$ cat config.mk
export PLATFORM = sky130hd
export DESIGN_NAME = control_unit
export DESIGN_NICKNAME = d
export VERILOG_FILES = /design/src/rtl/control_unit.sv
export SDC_FILE = /design/constraint.sdc
export NUM_CORES = 1
export LEC_CHECK = 0
export CAP_MARGIN = 20
export CORE_MARGIN = 2
export CORE_UTILIZATION = 47
export CTS_CLUSTER_DIAMETER = 40
export DETAILED_ROUTE_END_ITERATION = 7
export PLACE_DENSITY_LB_ADDON = 0.12
export RECOVER_POWER = 100
export SLEW_MARGIN = 0
export SYNTH_ARGS = -nofsm -noshare
export SYNTH_HDL_FRONTEND = slang
export SYNTH_SLANG_ARGS = --single-unit
$ cat constraint.sdc
create_clock -name clk -period 5.03 [get_ports clk]
set_clock_uncertainty 0.2 [all_clocks]
set_input_delay 1.509 -clock clk [delete_from_list [all_inputs] [get_ports clk]]
set_output_delay 1.509 -clock clk [all_outputs]
set_load 0.03 [all_outputs]
$ cat src/rtl/control_unit.sv
// control_unit -- multicycle sequencer for the K-and-S datapath.
//
// Also carries k_and_s_pkg, which defines the decoded opcode type shared
// with the datapath.
//
// Ports:
//   clk                 clock; all state changes on the rising edge
//   rst_n               asynchronous active-low reset
//   decoded_instruction current opcode from the datapath decoder
//   zero_op, neg_op     registered datapath flags used by the conditional branches
//   unsigned_overflow,
//   signed_overflow     registered flags; accepted but not used for control
//   branch, pc_enable, ir_enable, addr_sel, c_sel,
//   write_reg_enable, flags_reg_enable
//                       datapath controls
//   operation           ALU select: 00 OR, 01 ADD, 10 SUB, 11 AND
//   ram_write_enable    RAM write strobe
//   halt                processor stopped
//   instr_count         retired-instruction counter; wraps to 0 after all ones

package k_and_s_pkg;
   typedef enum logic [3:0] {
      I_NOP    = 4'd0,
      I_LOAD   = 4'd1,
      I_STORE  = 4'd2,
      I_MOVE   = 4'd3,
      I_ADD    = 4'd4,
      I_SUB    = 4'd5,
      I_AND    = 4'd6,
      I_OR     = 4'd7,
      I_BRANCH = 4'd8,
      I_BZERO  = 4'd9,
      I_BNZERO = 4'd10,
      I_BNEG   = 4'd11,
      I_BNNEG  = 4'd12,
      I_HALT   = 4'd13
   } decoded_instruction_type;
endpackage

// state     | meaning
// RST_ST    | idle after reset; all outputs 0
// FETCH     | load IR from RAM at PC
// DECODE    | opcode settles; choose EXEC, LOAD_WAIT or HALT_ST
// EXEC      | execute ALU/move/store/branch; advance PC
// LOAD_WAIT | RAM read-latency cycle for a load
// LOAD_WB   | write RAM data into the register file; advance PC
// HALT_ST   | stopped until reset
module control_unit
   import k_and_s_pkg::*;
#(
   parameter int CNT_WIDTH = 16
) (
   input  logic                    clk,
   input  logic                    rst_n,
   input  decoded_instruction_type decoded_instruction,
   input  logic                    zero_op,
   input  logic                    neg_op,
   input  logic                    unsigned_overflow,
   input  logic                    signed_overflow,
   output logic                    branch,
   output logic                    pc_enable,
   output logic                    ir_enable,
   output logic                    addr_sel,
   output logic                    c_sel,
   output logic                    write_reg_enable,
   output logic                    flags_reg_enable,
   output logic [1:0]              operation,
   output logic                    ram_write_enable,
   output logic                    halt,
   output logic [CNT_WIDTH-1:0]    instr_count
);

   typedef enum logic [2:0] {
      RST_ST    = 3'd0,
      FETCH     = 3'd1,
      DECODE    = 3'd2,
      EXEC      = 3'd3,
      LOAD_WAIT = 3'd4,
      LOAD_WB   = 3'd5,
      HALT_ST   = 3'd6
   } state_t;

   state_t state;

   // Overflow flags are reported to software elsewhere; nothing here branches on them.
   logic unused_flags;
   assign unused_flags = unsigned_overflow ^ signed_overflow;

   always_ff @(posedge clk or negedge rst_n) begin
      if (!rst_n) begin
         state       <= RST_ST;
         instr_count <= '0;
      end else begin
         case (state)
            RST_ST:    state <= FETCH;
            FETCH:     state <= DECODE;
            DECODE: begin
               if (decoded_instruction == I_HALT)
                  state <= HALT_ST;
               else if (decoded_instruction == I_LOAD)
                  state <= LOAD_WAIT;
               else
                  state <= EXEC;
            end
            EXEC: begin
               state       <= FETCH;
               instr_count <= instr_count + CNT_WIDTH'(1);
            end
            LOAD_WAIT: state <= LOAD_WB;
            LOAD_WB: begin
               state       <= FETCH;
               instr_count <= instr_count + CNT_WIDTH'(1);
            end
            HALT_ST:   state <= HALT_ST;
            default:   state <= RST_ST;
         endcase
      end
   end

   // Outputs decode from the registered state so reset clears them without a
   // clock; only branch sees the flags, and only in EXEC.
   always_comb begin
      branch           = 1'b0;
      pc_enable        = 1'b0;
      ir_enable        = 1'b0;
      addr_sel         = 1'b0;
      c_sel            = 1'b0;
      write_reg_enable = 1'b0;
      flags_reg_enable = 1'b0;
      operation        = 2'b00;
      ram_write_enable = 1'b0;
      halt             = 1'b0;
      case (state)
         FETCH: begin
            addr_sel  = 1'b1;
            ir_enable = 1'b1;
         end
         EXEC: begin
            pc_enable = 1'b1;
            case (decoded_instruction)
               I_ADD, I_SUB, I_AND, I_OR: begin
                  write_reg_enable = 1'b1;
                  flags_reg_enable = 1'b1;
                  case (decoded_instruction)
                     I_ADD:   operation = 2'b01;
                     I_SUB:   operation = 2'b10;
                     I_AND:   operation = 2'b11;
                     default: operation = 2'b00;
                  endcase
               end
               I_MOVE:   write_reg_enable = 1'b1;
               I_STORE:  ram_write_enable = 1'b1;
               I_BRANCH: branch = 1'b1;
               I_BZERO:  branch = zero_op;
               I_BNZERO: branch = !zero_op;
               I_BNEG:   branch = neg_op;
               I_BNNEG:  branch = !neg_op;
               default:  ;
            endcase
         end
         LOAD_WB: begin
            c_sel            = 1'b1;
            write_reg_enable = 1'b1;
            pc_enable        = 1'b1;
         end
         HALT_ST: halt = 1'b1;
         default: ;
      endcase
   end

endmodule

==> reports/results.ini <==
[outcome]
outcome = completed

[power]
power_density_nw_per_um2 = 419.3
switching_power_uw = 249.7
power.share.combinational_pct = 47.5
vdd_drop_max_mv = 0.3401
internal_power_uw = 319.5
netSwitchingFraction_pct = 43.87
p_clk_share_pct = 13.3
power_frac_seq_pct = 39.2
p_leak_uw = 0.0006619

[sta]
max_freq_mhz = 203.5
tns_ns = 0
rsz0062_at_grt = no
period_minus_slack_ns = 4.914
fin_hold_ws_ns = 0.2647
setup_violations = 0
slew_headroom_pct = 43.55
hold_viol_final = 0
tightest_slew_ns = 0.8439
period_share_pct = 97.69
maxSlewViolCount = 0

[floorplan]
core_um2 = 2148
fp.dieW_um = 51.15
rows = 17
die_h_um = 51.15
die_area_um2 = 2616
initial_core_util_pct = 48.63
ios = 37

[yosys]
synth_fp_nets = 108
syn_inst = 97
seq_area_frac_synth_pct = 45.51
ys.flop_type = dfrtp_1
synth.avg_cell_area_um2 = 10.77
synth_edf_count = 0
synth_top_area_cell = dfrtp_1
synthDistinctLibCells = 34
yosysTopAreaCellShare_pct = 45.51
synth_seq_cells = 19
synth_warnings = 0
async_flop_share_pct = 100.0
syn_area_um2 = 1045
synthTopCellsByArea = dfrtp_1 46%, xnor2_1 7.5%, xor2_1 5.9%

[clocking]
cts_resized = 0
cts_max_level = 1
hold_buffers = 0
clock_sinks = 19
cts_tree = yes
clk_pin_slew_ns = 0.11
clock-root-buffer = clkbuf_4
clk_latency_ns = 0.29
post_cts_buffers = 0
cts-buffers-inserted = 3
cts.path.max_buffers = 2

[setup_path]
reg2reg_slack_ns = 2.92
path_depth = 4
r2r_end = instr_count[12]
reg2reg_depth = 4
start_kind = primary input
worst_path_max_delay_cell = dlygate4sd3_1
slowest_delay_ns = 0.75
worstPathCellList = clkdlybuf4s50_1, or3_1, o21bai_1, dlygate4sd3_1
critical_path_required_ns = 3.32
regToRegStartpoint = state[2]
critical_path.endpoint = write_reg_enable
crit_path_end_kind = output port
cp-startpoint = decoded_instruction[3]
critPathBufInv = 2
critPathKind = primary input to output port
crit_family = buffers and inverters
crit_arrival_ns = 3.20
cp_max_fo = 3

[cells_and_area]
diodes = 0
finalNetCount = 144
drive_gt1_share_pct = 4.545
final_util_pct = 63.19
fillers = 178
area_growth_pct = 29.94

[run]
timing.max_cap.violations = 0

[routing]
drtPass1Iterations = 4
routed_via_density = 5.100
drc = 0
drt_iter0_drc = 8
wl_per_cell_um = 12.20
wirelength_mm = 1.952
antenna_left = 0
via_count = 816

[placed_design]
hpwlAfterDp_mm = 1.491
place.gp.congestion = 0.7644
io_buffers = 34

[grt]
grt_overflow_total = 0
grt_pass1_wl_mm = 3.505
grt_pass1_vias = 817
grt_use_total_pct = 17.54
antenna_found_initial = 0
grt_max_degree = 20

[min_path]
worstHoldPathType = flip-flop to flip-flop

==> Yosys cell counts (all sizes together) (2+ instances only) <==
master and n:
nand3 5, nand2b 3, nor3 3, nor2 6, o21bai 2, nand2 6
inv 5, dfrtp 19, and3 4, and4 3, nand4 3, nor3b 2
xnor2 9, a21oi 3, xor2 8, buf 4
==> per-layer routing <==
| metal | share of wire (%) | global-route usage, % | vias to the layer above |
|---|---|---|---|
| li1 | - | - | 403 |
| met1 | 47 | 22.66 | 387 |
| met2 | 48 | 28.79 | 24 |
| met3 | 3.7 | 2.632 | 2 |
| met4 | 1.2 | 8.108 | 0 |
| met5 | 0 | 0 | - |
==> cells by family (layout without fill, tap and decap cells) <==
group | Yosys count | after routing | synth area share, %
buf+inv | 9 | 44 | 5.030
flops | 19 | 19 | 45.51
simple gates | 41 | 41 | 25.15
fa+ha+maj | 1 | 1 | 1.197
compound gates | 9 | 9 | 5.628
mux | 1 | 1 | 1.437
xor+xnor | 17 | 17 | 16.05
==> cell type report <==
cell class                 count  area (um^2)  share of cell area (%)
clock buffer                   4        26.28                   1.935
timing repair buffer          35        326.6                   24.06
sequential                    19        475.5                   35.02
tap                           28        35.03                   2.581
multi-input combinational     69        475.5                   35.02
inverter                       5        18.77                   1.382
==> per-stage QoR <==
step	instance area, um^2	std cells	power (uW)	setup slack, ns
after floorplan	1045	97	443.6	0.4998
after global placement	1384	156	530.6	0.1278
after CTS	1410	160	614.0	0.1065
after global routing	1358	160	605.2	0.05871
after detailed placement	1384	156	536.2	0.1197
final	1358	160	569.2	0.1161
==> flip-flops by register name, summed over array words and instances, names as in the netlist <==
signal       count
instr_count     16
state            3
==> cells in the final DEF (no fill, tap or decap), types with 2 or more instances in the layout <==
cell,instances
nand4_1,2
dlygate4sd3_1,24
dfrtp_1,19
inv_1,5
nor3b_1,2
clkdlybuf4s50_1,6
and3_1,4
nor3_1,3
o21bai_1,2
buf_4,2
a21oi_1,3
nand2b_1,3
xor2_1,8
nand2_1,6
nor2_1,6
and4_1,3
nand3_1,5
xnor2_1,9
clkbuf_4,3
clkbuf_1,4
==> power groups by stage <==
stage	logic, uW	clock network, uW	registers (uW)
floorplan	186	0	258
global placement	300	0	231
detailed placement	303	0	233
CTS	304	79.7	230
global route	289	85.2	231
finish	270	75.8	223
==> worst register-to-register path, cell delays in order, from the launching register on <==
cell and delay (ns):
dfrtp_1 0.51, xor2_1 0.56, nand4_1 0.35, nand2b_1 0.25, xnor2_1 0.13
==> worst min path at each step <==
| stage | from | to | slack [ns] | cells past startpoint |
|---|---|---|---|---|
| floorplan | state[1] | state[0] | 0.36 | 2 |
| global placement | instr_count[15] | instr_count[15] | 0.25 | 1 |
| detailed placement | instr_count[15] | instr_count[15] | 0.26 | 1 |
| CTS | instr_count[15] | instr_count[15] | 0.28 | 1 |
| global route | instr_count[15] | instr_count[15] | 0.30 | 1 |
| finish | instr_count[15] | instr_count[15] | 0.26 | 1 |
(Power assumes the default switching activity.)
